`src/rtl/jk_bank_sched.sv`:
```
// Round-robin scheduler sharing one JK flip-flop bank between NREQ requesters, one command in flight.
// Latency: accept -> done in 2 cycles (1 for out-of-range index); next accept the cycle after done.
// Backpressure: req_ready is a one-hot accept pulse only in IDLE; requests seen while busy simply wait.
module jk_bank_sched #(
    parameter int NREQ = 4,
    parameter int NFF  = 8,
    parameter int IDXW = 3
) (
    input  logic                      clk,
    input  logic                      rst,
    input  logic [NREQ-1:0]           req_valid,
    output logic [NREQ-1:0]           req_ready,
    input  logic [2*NREQ-1:0]         req_cmd,
    input  logic [IDXW*NREQ-1:0]      req_idx,
    output logic [NFF-1:0]            ff_en,
    output logic [NFF-1:0]            ff_j,
    output logic [NFF-1:0]            ff_k,
    input  logic [NFF-1:0]            ff_q,
    output logic                      done_valid,
    output logic [$clog2(NREQ)-1:0]   done_id,
    output logic                      done_q,
    output logic                      done_err,
    output logic                      busy
);
    localparam int IDW  = $clog2(NREQ);
    localparam int NPAD = 2**IDXW;
    localparam logic [IDXW:0] NFF_W = (IDXW+1)'(NFF);

    localparam logic [1:0] CMD_HOLD   = 2'b00;
    localparam logic [1:0] CMD_SET    = 2'b01;
    localparam logic [1:0] CMD_RESET  = 2'b10;

    typedef enum logic [1:0] {IDLE, APPLY, CHECK} state_t;

    state_t            state, state_nxt;
    logic [IDW-1:0]    ptr, ptr_nxt;
    logic [1:0]        cmd_r;
    logic [IDXW-1:0]   idx_r;
    logic [IDW-1:0]    id_r;
    logic              prev_r;

    logic              gnt_vld;
    logic [IDW-1:0]    gnt_id;
    logic [1:0]        gnt_cmd;
    logic [IDXW-1:0]   gnt_idx;
    logic              gnt_in_range;
    logic              in_range_r;
    logic              exp_q;
    logic [NPAD-1:0]   q_pad;
    logic [NPAD-1:0]   sel_pad;
    int                cand;

    // Zero-padding the bank to 2**IDXW makes out-of-range reads return 0 with no extra muxing.
    assign q_pad        = NPAD'(ff_q);
    assign sel_pad      = NPAD'(1) << idx_r;
    assign gnt_in_range = {1'b0, gnt_idx} < NFF_W;
    assign in_range_r   = {1'b0, idx_r} < NFF_W;

    always_comb begin
        gnt_vld = 1'b0;
        gnt_id  = '0;
        cand    = 0;
        for (int i = 0; i < NREQ; i++) begin
            cand = int'(ptr) + i;
            if (cand >= NREQ) cand = cand - NREQ;
            if (!gnt_vld && req_valid[IDW'(cand)]) begin
                gnt_vld = 1'b1;
                gnt_id  = IDW'(cand);
            end
        end
    end

    always_comb begin
        gnt_cmd = '0;
        gnt_idx = '0;
        for (int r = 0; r < NREQ; r++) begin
            if (gnt_id == IDW'(r)) begin
                gnt_cmd = req_cmd[2*r +: 2];
                gnt_idx = req_idx[IDXW*r +: IDXW];
            end
        end
        ptr_nxt = (gnt_id == IDW'(NREQ-1)) ? '0 : gnt_id + 1'b1;
    end

    always_ff @(posedge clk) begin
        if (rst) state <= IDLE;
        else     state <= state_nxt;
    end

    always_ff @(posedge clk) begin
        if (rst) begin
            ptr    <= '0;
            cmd_r  <= '0;
            idx_r  <= '0;
            id_r   <= '0;
            prev_r <= 1'b0;
        end else if (state == IDLE && gnt_vld) begin
            ptr    <= ptr_nxt;
            cmd_r  <= gnt_cmd;
            idx_r  <= gnt_idx;
            id_r   <= gnt_id;
            prev_r <= q_pad[gnt_idx];
        end
    end

    always_comb begin
        state_nxt = IDLE;
        case (state)
            IDLE:    if (gnt_vld) state_nxt = gnt_in_range ? APPLY : CHECK;
            APPLY:   state_nxt = CHECK;
            default: state_nxt = IDLE;
        endcase
    end

    always_comb begin
        req_ready  = '0;
        ff_en      = '0;
        ff_j       = '0;
        ff_k       = '0;
        done_valid = 1'b0;
        done_id    = '0;
        done_q     = 1'b0;
        done_err   = 1'b0;
        busy       = (state != IDLE);
        case (cmd_r)
            CMD_HOLD:  exp_q = prev_r;
            CMD_SET:   exp_q = 1'b1;
            CMD_RESET: exp_q = 1'b0;
            default:   exp_q = ~prev_r;
        endcase
        case (state)
            IDLE: if (gnt_vld && !rst) req_ready[gnt_id] = 1'b1;
            APPLY: begin
                // cmd bit 0 drives J and bit 1 drives K
                ff_en = sel_pad[NFF-1:0];
                ff_j  = cmd_r[0] ? sel_pad[NFF-1:0] : '0;
                ff_k  = cmd_r[1] ? sel_pad[NFF-1:0] : '0;
            end
            CHECK: begin
                done_valid = 1'b1;
                done_id    = id_r;
                done_q     = q_pad[idx_r];
                done_err   = !in_range_r || (q_pad[idx_r] != exp_q);
            end
            default: ;
        endcase
    end
endmodule

```
`config.mk`:
```
export PLATFORM = sky130hd
export DESIGN_NAME = jk_bank_sched
export DESIGN_NICKNAME = d
export VERILOG_FILES = /design/src/rtl/jk_bank_sched.sv
export SDC_FILE = /design/constraint.sdc
export NUM_CORES = 1
export LEC_CHECK = 0
export BUFFER_PORTS_ARGS = -buffer_cell sky130_fd_sc_hd__buf_2
export CAP_MARGIN = 20
export CORE_ASPECT_RATIO = 1.4
export CORE_MARGIN = 4
export CORE_UTILIZATION = 42
export DETAILED_ROUTE_END_ITERATION = 8
export HOLD_SLACK_MARGIN = 0.03
export MAX_ROUTING_LAYER = met4
export PLACE_DENSITY = 0.79
export SYNTH_ARGS = -nofsm -noshare
export SYNTH_HDL_FRONTEND = slang
export SYNTH_SLANG_ARGS = --single-unit
```
`constraint.sdc`:
```
create_clock -name clk -period 3.75 [get_ports clk]
set_clock_uncertainty 0.05 [all_clocks]
set_input_delay 0.5625 -clock clk [delete_from_list [all_inputs] [get_ports clk]]
set_output_delay 0.5625 -clock clk [all_outputs]
set_load 0.01 [all_outputs]
```
==> Word-level counts from Yosys, hierarchy flattened <==
Index checks and enable logic that the tools add are counted.
{ "op_classes": {"add_sub_neg": 8, "order_cmp": 12, "n_eq_ne": 8, "n_shift": 1, "mux": 53, "n_bitwise": 1, "n_reduce_logical": 14} }
{ "ops": {"columns": ["operator", "count"], "rows": [
  ["$mux 8", 5],
  ["$mux 2", 14],
  ["$mux 1", 19],
  ["$lt 2x4->1 const B", 4],
  ["$mux 3", 4],
  ["$ge 3x3->1 const B", 3],
  ["$bmux 1 s2", 4],
  ["$eq 2x2->1 const B", 4],
  ["$lt 3x4->1 const B", 2],
  ["$mux 4", 2],
  ["$shl 1x3->8 const A", 1],
  ["$sub 2x1->2 const B", 4],
  ["$add 2x2->3 const B", 2],
  ["$bmux 1 s3", 2],
  ["$eq 2x1->1 const B", 3],
  ["$logic_and 1x1->1", 6],
  ["$logic_not 2->1", 3],
  ["$logic_not 1->1", 4],
  ["$pmux 2 s2", 1],
  ["$add 2x1->3 const B", 1],
  ["$ge 2x3->1 const B", 1],
  ["$lt 2x3->1 const B", 1],
  ["$pmux 1 s3", 1],
  ["$add 2x1->2 const B", 1],
  ["other kinds (5)", 5]
]} }
{ "word_totals": {"reg_bits": 12, "input_bits": 34, "wordCells": 103} }

==> Logic depth before layout (Yosys ltp) <==
Gate-level depths: netlist (run 1).
{ "depth": {"word_depth": 22, "depth_mapped": 14} }

==> Worst setup path before layout (run 1) <==
Ideal clock, no wire load.
{ "synth_path": {"kind": "input port to flip-flop", "start": "input req_valid[0]", "end": "register prev_r", "setup_ns": 0.142, "t_arrival_ns": 2.787, "t_required_ns": 3.558, "path_slack_ns": 0.771, "path_stages": 12, "cell_sequence": "nor2b_1 a21oi_1 nor2_1 a221oi_1 nand2b_1 inv_1 ha_1 nand2_1 a311oi_4 and2b_2 a2111oi_0 a2111oi_1"} }
{ "synth_via": {"elab_chain_cells": 20, "word_cells_on_any_way": 37} }
{ "synth_rtl": {"columns": ["item", "line", "rtl"], "rows": [
  ["start: declaration", "11", "input logic [NREQ-1:0] req_valid,"],
  ["$bmux 1 s2", "66", "if (!gnt_vld && req_valid[IDW'(cand)]) begin"],
  ["$mux 1 (not written as such) (2 in series)", "66", null],
  ["$mux 1", "66", null],
  ["$logic_not 1->1", "66", null],
  ["$logic_and 1x1->1", "66", null],
  ["$mux 1", "66", null],
  ["$logic_not 1->1", "66", null],
  ["$logic_and 1x1->1", "66", null],
  ["[... 2 more ...]", null, null],
  ["$logic_and 1x1->1", "66", null],
  ["$mux 2 (*)", "66", null],
  ["named net gnt_id[0]", "43", "logic [IDW-1:0] gnt_id;"],
  ["$logic_not 2->1", "77", "if (gnt_id == IDW'(r)) begin"],
  ["$mux 3 (3 in series)", "77", null],
  ["$mux 3 (*)", "77", null],
  ["$bmux 1 s3 (*)", "102", "prev_r <= q_pad[gnt_idx];"],
  ["$mux 1 (not written as such) (*)", "102", null],
  ["end signal: assignment", "102", null],
  ["end: declaration", "40", "logic prev_r;"]
]} }
Mark *: on every way through the listed nets, which the timed path passes. The rest lies on a longest branch. The select of a mux whose other input is x is not followed.
A chain may end at the register's enable or synchronous reset.

==> Final worst setup path (run 1) <==
Same ends and word-level chain as after synthesis.

==> run metrics, run 1 <==
fraction of the mapped netlist area in adder cells=0.0463; Rows=21; Max H-tree Level=1; Syn-to-layout area delta=34.6%; ys async rst share=0; drt initial violations=15; top_reg_cell synth=dfxtp_1; grt total ovfl=0; endpoint class of the critical path=flop; Die Y=around 68 µm; first-pass GRT wire length=4600 µm; TritonCTS buffer count=3; CTS Buffer Depth=2; Yosys cell types=34; average wire per standard cell=11.7 µm; Ys Warns=0; top cells by count, synth=and2_1 (20), nor2_1 (18), nand2_1 (16); main combinational cell family by area after synthesis=simple AND/OR/NAND/NOR gates; Die Area=3460 µm²; Routed Antenna Nets=0; iteration count of the initial detailed-routing pass=4; period utilization=0.847; switching part of the total power=0.403; post-synthesis xor/xnor area fraction=0.00810; CP Data Required Time=about 3.8 ns; Worst-Skew Late Latency=0.26 ns; wl on met1=1120 µm; Max-cap violations=0; final core utilization=0.602; Worst-Margin Slew=0.667 ns; Syn Inst Count=~150; Leak Pwr=0.750 nW; sequential area share after synthesis=0.222; Antenna Cells=0; Post-CTS Setup Bufs=0; final WL=2870 µm; CP max stage cell=a311oi_4; CTS tree=yes; Rel. slew slack=0.554; Min Clock Period, post-route=3.18 ns; post-route design area=1460 µm²; vias=1,250; Post-Syn Area=1080 µm²; Initial Util=0.447; Max VDD drop=194 µV; Reg power frac=0.336; R2R Path Start=ptr[0]$_SDFFE_PP0P_; post-synth top area share=0.222; routed wl met2=1410 µm; P_int=327 µW; mux contribution to synthesized area=0.0880; Final setup viols=0; complex-gate fraction of the synthesized area=0.182; Critical path buffers and inverters=2; DPL Wire Length=2410 µm; CP most frequent cell=nor2_1; Global Route Usage Sum=0.171; routed vias/inst=~5.1; initial antenna violation count=0; CP Class=in2reg; Largest delay share family, worst path=compound AO/OA/AOI/OAI gates; port bufs=67; Worst Path Arrival=roughly 3.2 ns; Worst path max stage delay=0.38 ns; share of layout cells above drive strength 1=0.374; CP Max Fanout=10; EDFF count, synth=0; vias in the first global route=1,151; Max Used Layer=met4; post_cts resized=0; RSZ-0062 raised after global routing=false; area leader, netlist=dfxtp_1; Critical Path Source Type=primary input; fmax=roughly 310 MHz; Pwr Total=547 µW; placed instance area=1430 µm²; Post-Syn Area per Cell=7.40 µm²; Net Sw Power=221 µW; pwr/cell area=376 nW/µm²; DRC Markers=0; Clock power frac=0.135; Synth Area in Simple Gates=0.405; Worst Setup SP=req_valid[0]; syn nets=184; #FFs+latches synth=12; Area contributors post-synth=dfxtp_1 (22%), and2_1 (12%), nor2_1 (6.3%), nand2_1 (5.6%), a21oi_1 (4.6%); final net count=251; RePlAce Congestion=0.809; I/O pin cnt=68; worst-path cell chain=buf_2 > nor2b_1 > a21oi_1 > nor2_1 > a221oi_1 > nand2b_1 > inv_1 > ha_1 > nor2_1 > a311oi_4 > and2b_2 > a2111oi_0 > a2111oi_1; largest net degree at the start of global routing=14; worst hold path type=reg2reg; hold buffer count at cts=0; Hold Vio Cnt, Final=0; TNS Setup=0 ns; met3 WL=between 200 and 300 µm; Die X=50.9 µm; worst hold start=id_r[1]$_SDFFE_PP0P_; Clock Root Buffer=clkbuf_4; top-count cell post-synth=and2_1; core area=2420 µm²; combinational share of power=0.528; clock sinks=12; Slew Limit Fails=0; clk slew on worst S/H paths=approximately 0.07 ns; status=finished, final reports clean
## cells in the final DEF (no fill, tap or decap)
cell type,instances
inv_1,7
nand3b_1,2
o22ai_1,3
nand2b_1,5
or2_2,2
xnor2_1,1
nor3_1,7
dfxtp_1,12
a2111oi_0,1
mux2i_1,5
nand3_1,1
or3_1,1
a221oi_1,3
nor2_1,18
nor4_1,1
ha_1,4
and2b_2,2
a21oi_1,10
clkbuf_4,3
mux4_2,2
nor3b_1,2
a2111oi_1,1
or3b_2,1
a22oi_1,2
o21ai_1,1
and2_1,20
buf_2,67
nor2b_1,4
nand2_1,16
o21ai_0,1
and2_2,1
o22a_1,1
a311oi_4,1
a211oi_1,3
## per-layer routing
layer,global-route usage,up-vias
li1,-,640
met1,0.176,531
met2,0.330,75
met3,0.0174,4
met4,0.0707,0
met5,-,-
## final timing paths
kind                                             end  slack [ns]  depth (start not counted)
worst min-delay path            id_r[1]$_SDFFE_PP0P_        0.40                          2
worst max-delay path             prev_r$_SDFFE_PP0P_        0.57                         13
worst max register to register   prev_r$_SDFFE_PP0P_        0.64                         12
worst min register to register  id_r[1]$_SDFFE_PP0P_        0.40                          2
## worst register-to-register path, stage by stage (launching register included)
cell and delay (ns):
dfxtp_1 0.41, nor2b_1 0.08, a21oi_1 0.15, nor2_1 0.06
a221oi_1 0.33, nand2b_1 0.16, inv_1 0.11, ha_1 0.33
nor2_1 0.16, a311oi_4 0.38, and2b_2 0.27, a2111oi_0 0.38
a2111oi_1 0.09
## power groups by stage
stage | Combinational, mW | Clock, mW | Sequential (mW)
finish | 0.289 | 0.0741 | 0.184
global route | 0.324 | 0.0822 | 0.191
CTS | 0.291 | 0.0775 | 0.185
detailed placement | 0.290 | 0 | 0.188
global placement | 0.286 | 0 | 0.186
floorplan | 0.229 | 0 | 0.175
## sequential cells by signal, indices dropped and copies added, names as in the netlist
register	cells
cmd_r	2
idx_r	3
prev_r	1
id_r	2
state	2
ptr	2
## logic make-up after synthesis
family                     count (synthesis)
and+or+nand+nor                           83
xor gates and xnor gates                   1
muxes                                      7
AOI/OAI and AO/OA                         27
adders and majority gates                  4
buffers and inverters                     12
DFF                                       12
## layout make-up
cell class              instances  area [µm²]
well taps                      34        42.5
inverters                       7        26.3
clock buffers                   3        22.5
multi-input cells             122         788
repair buffers                 67         335
fillers                       256         962
flip-flops and latches         12         240
## stage by stage
step	instances	setup WS [ns]	hold WS, ns
finish	245	0.575	0.402
global route	245	0.216	0.442
CTS	245	0.618	0.404
detailed placement	242	0.340	0.395
global placement	242	0.450	0.390
floorplan	146	0.771	0.382
Power figures use the tool's default switching activity.
==> run 2, diff against run 1 <==
--- a/config.mk
+++ b/config.mk
@@ -9,11 +9,11 @@
 export CAP_MARGIN = 20
 export CORE_ASPECT_RATIO = 1.4
 export CORE_MARGIN = 4
-export CORE_UTILIZATION = 42
+export CORE_UTILIZATION = 38
 export DETAILED_ROUTE_END_ITERATION = 8
 export HOLD_SLACK_MARGIN = 0.03
 export MAX_ROUTING_LAYER = met4
-export PLACE_DENSITY = 0.79
+export PLACE_DENSITY = 0.75
 export SYNTH_ARGS = -nofsm -noshare
 export SYNTH_HDL_FRONTEND = slang
 export SYNTH_SLANG_ARGS = --single-unit
==> constraint.sdc (replaced) <==
create_clock -name clk -period 2.7 [get_ports clk]
set_clock_uncertainty 0.05 [all_clocks]
set_input_delay 0.405 -clock clk [delete_from_list [all_inputs] [get_ports clk]]
set_output_delay 0.405 -clock clk [all_outputs]
set_load 0.01 [all_outputs]
==> run 2 against run 1 <==
Power up 74%. Worst hold slack got worse by 0.036 ns. Register-to-register slack got worse by 0.52 ns. Critical path type is now reg2reg. Critical endpoint unchanged. Largest power group unchanged.
==> run metrics, run 2 (synthesized netlist as in run 1, its figures left out) <==
vias in the first global route=1,214; Die Y=71.1 µm; Worst-Skew Late Latency=between 0.2 and 0.3 ns; Worst path max stage delay=0.34 ns; leading cell type in the layout, fill and taps excluded=buf_2; grt total ovfl=0; Hold Vio Cnt, Final=0; CTS tree=yes; CTS Buffer Depth=2; Largest register FFs=3; share of layout cells above drive strength 1=0.502; hold buffer count at cts=0; pwr/cell area=567 nW/µm²; Hold EP=cmd_r[1]$_SDFFE_PP0P_; cell depth of the worst flop-to-flop path=14; Largest delay share family, worst path=compound AO/OA/AOI/OAI gates; Hold Crit Depth=3; endpoint class of the critical path=flop; iteration count of the initial detailed-routing pass=4; Post-CTS Setup Bufs=0; Die Area=3770 µm²; CP Data Required Time=2.83 ns; Worst Setup Slack, final=0.119 ns; worst hold path type=in2reg; fmax=388 MHz; worst-path cell chain=nor2b_2 > a21oi_1 > nor2_1 > a221oi_2 > nand2b_1 > inv_2 > ha_4 > nand3b_1 > a311oi_4 > buf_6 > mux2i_1 > mux2i_1 > o21ai_1 > a2111oi_2; CP Max Fanout=7; Worst-Margin Slew=0.324 ns; drt initial violations=26; CP Class=reg2reg; port bufs=67; Clock Root Buffer=clkbuf_4; clk slew on worst S/H paths=roughly 0.070 ns; routed vias/inst=5.03; worst hold start=req_cmd[7]; first-pass GRT wire length=5030 µm; Die X=approximately 53 µm; RePlAce Congestion=0.831; CP most frequent cell=mux2i_1; Pwr Total=952 µW; Critical Path Source Type=flop; Place WS=-0.268 ns; Slew Limit Fails=0; Min Clock Period, post-route=2.58 ns; Initial Util=0.405; Syn-to-layout area delta=55.4%; Fillers=249; average wire per standard cell=between 10 and 15 µm; RSZ-0062 raised after global routing=true; CP max stage cell=dfxtp_2; R2R Path Start=ptr[0]$_SDFFE_PP0P_; clock sinks=12; reg2reg setup slack=approximately 0.12 ns; Rows=22; Routed Antenna Nets=0; period utilization=0.956; core area=2670 µm²; Worst Setup SP=ptr[0]$_SDFFE_PP0P_; Leak Pwr=0.842 nW; I/O pin cnt=68; Max-cap violations=0; Antenna Cells=0; largest net degree at the start of global routing=14; Max VDD drop=approximately 390 µV; DRC Markers=0; Worst Path Arrival=2.71 ns; initial antenna violation count=0; Rel. slew slack=0.784; capturing point of the worst reg2reg path=prev_r$_SDFFE_PP0P_; most frequent cells in the layout=buf_2 (67), and2_1 (20), nor2_1 (17), nand2_1 (15), buf_4 (14); Max H-tree Level=1; Largest Register=idx_r; final WL=3240 µm; TritonCTS buffer count=3; Critical path buffers and inverters=2; status=finished, final reports clean; Global Route Usage Sum=0.175; DPL Wire Length=around 2600 µm; Final setup viols=0; vias=1,323; final net count=266
run 2: cell count changes in the layout (fill, tap and decap cells not counted), moves of 2 or more:
cell,before,now
ha_4,0,3
nor2b_2,0,2
nor2b_1,4,2
inv_2,0,2
buf_4,0,14
dfxtp_1,12,10
inv_1,7,5
dfxtp_2,0,2
ha_1,4,1
a2111oi_2,0,2
run 2: through the flow:
stage / cells / hold WS, ns / area [µm²] / utilization / TNS, ns
floorplan: 146 / 0.382 / 1090 / - / 0
global placement: 259 / 0.391 / 1560 / 0.584 / -0.164
detailed placement: 259 / 0.399 / 1560 / 0.584 / -0.268
CTS: 263 / 0.365 / 1600 / 0.601 / 0
global route: 263 / 0.408 / 1680 / 0.629 / -0.0606
finish: 263 / 0.366 / 1680 / 0.629 / 0
run 2: worst max path at each step:
stage	end	slack [ns]	cells past startpoint
2_1_floorplan	prev_r$_SDFFE_PP0P_	0.003	12
3_3_place_gp	prev_r$_SDFFE_PP0P_	-0.16	15
3_5_place_dp	prev_r$_SDFFE_PP0P_	-0.27	15
4_1_cts	prev_r$_SDFFE_PP0P_	0.007	13
5_1_grt	prev_r$_SDFFE_PP0P_	-0.06	14
6_report	prev_r$_SDFFE_PP0P_	0.12	14
run 2: report_power, final:
group	switching [mW]	internal, mW	total, mW	leakage [nW]
clock network	0.0593	0.0820	0.141	0.0210
registers	0.0456	0.212	0.258	0.0999
logic	0.263	0.290	0.554	0.721
run 2: final cells by class:
cell class,count,area (µm²),area share
clock buffers,4,36.3,0.0216
inverters,7,26.3,0.0156
multi-input cells,122,878,0.523
flip-flops and latches,12,243,0.144
well taps,36,45.0,0.0268
repair buffers,82,452,0.269
run 2: tightest hold or removal path, stage by stage:
cell and delay, ns:
buf_2 0.07, a211oi_1 0.05, nor3_1 0.11
run 2: layer usage:
layer	routed length, µm	global-route usage
met3	301	0.0232
met4	63	0.0625
met2	1680	0.319
met5	0	-
met1	1200	0.183
run 2: timing repair:
action	CTS	global route
gates resized for setup	2	20
cloned	0	0
pin swaps	0	2
endpoints found under the setup margin	1	2
==> run 3, diff against run 2 <==
--- a/config.mk
+++ b/config.mk
@@ -9,11 +9,10 @@
 export CAP_MARGIN = 20
 export CORE_ASPECT_RATIO = 1.4
 export CORE_MARGIN = 4
-export CORE_UTILIZATION = 38
+export CORE_UTILIZATION = 30
 export DETAILED_ROUTE_END_ITERATION = 8
 export HOLD_SLACK_MARGIN = 0.03
 export MAX_ROUTING_LAYER = met4
-export PLACE_DENSITY = 0.75
 export SYNTH_ARGS = -nofsm -noshare
 export SYNTH_HDL_FRONTEND = slang
 export SYNTH_SLANG_ARGS = --single-unit
==> run 3 against run 2 <==
Design area increased by 5.2%. Maximum frequency increased by 1.2%. Die area increased by 23%. Critical path depth increased by 1. Sequential share of layout area decreased by 0.57 points. Sequential power about the same. Cell count increased by 3.0%. Clock-buffer cell count unchanged. Worst setup slack improved by 0.031 ns. Sequential cell count unchanged. Core utilization decreased by 11 points.
==> run metrics, run 3 (synthesized netlist as in run 1, its figures left out) <==
status=finished, final reports clean; reg2reg setup slack=0.16 ns; Max-cap violations=0; Routed Antenna Nets=0; Die Y=79.0 µm; P_int=655 µW; vias in the first global route=1,279; TritonCTS buffer count=3; grt total ovfl=0; CTS tree=yes; Hold Vio Cnt, Final=0; Max H-tree Level=1; Largest Register=idx_r; final WL=between 3000 and 4000 µm; port bufs=67; Final setup viols=0; RePlAce Congestion=~0.86; drt initial violations=33; fmax=392 MHz; Clock power frac=0.184; routed vias/inst=slightly below 5; average wire per standard cell=roughly 13 µm; Largest register FFs=3; Initial Util=0.317; CTS Buffer Depth=2; Place WS=-0.226 ns; clk slew on worst S/H paths=0.05 ns; Worst-Skew Late Latency=0.23 ns; DRC Markers=0; post-route design area=around 1800 µm²; vias=roughly 1,300; period utilization=0.944; Die Area=4640 µm²; placed instance area=1580 µm²; initial antenna violation count=0; endpoint class of the critical path=flop; Worst Path Arrival=2.64 ns; Critical Path Source Type=primary input; core area=3410 µm²; leading cell type in the layout, fill and taps excluded=buf_2; Global Route Usage Sum=0.148; share of layout cells above drive strength 1=0.519; Worst-Margin Slew=~0.38 ns; worst hold path type=reg2reg; DPL Wire Length=2780 µm; largest net degree at the start of global routing=14; Die X=58.7 µm; Reg power frac=0.246; pwr/cell area=just under 600 nW/µm²; Slew Limit Fails=0; first-pass GRT wire length=5390 µm; combinational share of power=0.570; most frequent cells in the layout=buf_2 (66), and2_1 (20), buf_4 (18), nor2_1 (17), nand2_1 (15); Syn-to-layout area delta=63.5%; Clock Root Buffer=clkbuf_8; Max VDD drop=about 390 µV; TNS Setup=0 ns; iteration count of the initial detailed-routing pass=4; I/O pin cnt=approximately 70; Net Sw Power=around 390 µW; Worst Setup Slack, final=~0.15 ns; switching part of the total power=0.375; clock sinks=12; CP Class=in2reg; Min Clock Period, post-route=~2.5 ns; CP Data Required Time=about 2.8 ns; Antenna Cells=0; cell depth of the worst flop-to-flop path=14; final net count=270; Leak Pwr=0.881 nW; hold buffer count at cts=0; Pwr Total=1.05 mW; final core utilization=0.519; Rows=25; CP Max Fanout=5; Rel. slew slack=0.745; Hold Crit Depth=2
## run 3: changes by cell type in the layout (fill, tap and decap cells not counted), moves of 2 or more
cell,before,now
buf_4,14,18
clkbuf_8,1,4
a21oi_1,9,7
a21oi_2,1,3
clkbuf_4,3,1
## run 3: final timing paths
check                       start                    to
min          id_r[0]$_SDFFE_PP0P_  id_r[0]$_SDFFE_PP0P_
min reg2reg  id_r[0]$_SDFFE_PP0P_  id_r[0]$_SDFFE_PP0P_
max reg2reg   ptr[0]$_SDFFE_PP0P_   prev_r$_SDFFE_PP0P_
max                  req_valid[0]   prev_r$_SDFFE_PP0P_
## run 3: stage by stage
stage,instances,hold WS [ns]
floorplan,146,0.382
global placement,265,0.399
detailed placement,265,0.396
CTS,270,0.403
global route,271,0.436
finish,271,0.400
## run 3: area by class of cell
cell class              count  area (µm²)
inverters                   7        28.8
repair buffers             86         484
well taps                  40        50.0
multi-input cells         122         905
fillers                   335        1640
clock buffers               4        55.1
flip-flops and latches     12         245
## run 3: power groups by stage
stage	Combinational [mW]	Sequential [mW]	Clock, mW
floorplan	0.320	0.243	0
global placement	0.501	0.259	0
detailed placement	0.501	0.260	0
CTS	0.524	0.256	0.197
global route	0.658	0.268	0.208
finish	0.598	0.258	0.192
## run 3: what timing repair did
item                                   4_1_cts  5_1_grt
gates cloned                                 0        0
setup endpoints to repair                    1        1
buffers inserted                             1        1
endpoints found under the hold margin        0        0
pin swaps                                    1        6
gates resized for setup                      3       27
## run 3: worst max-delay path: stages
cell,delay [ns]
buf_2,0.12
nor2b_4,0.13
a21oi_2,0.10
nor2_1,0.06
a221oi_2,0.32
nand2b_4,0.13
inv_4,0.10
ha_4,0.17
nand2_4,0.06
a311oi_4,0.29
buf_6,0.16
mux2i_1,0.07
mux2i_1,0.13
o21ai_1,0.11
a2111oi_2,0.28
## run 3: metal layers
metal,global-route usage,share of wire
met5,-,0
met4,0.0295,0.012
met3,0.0228,0.083
met2,0.288,0.54
met1,0.150,0.36
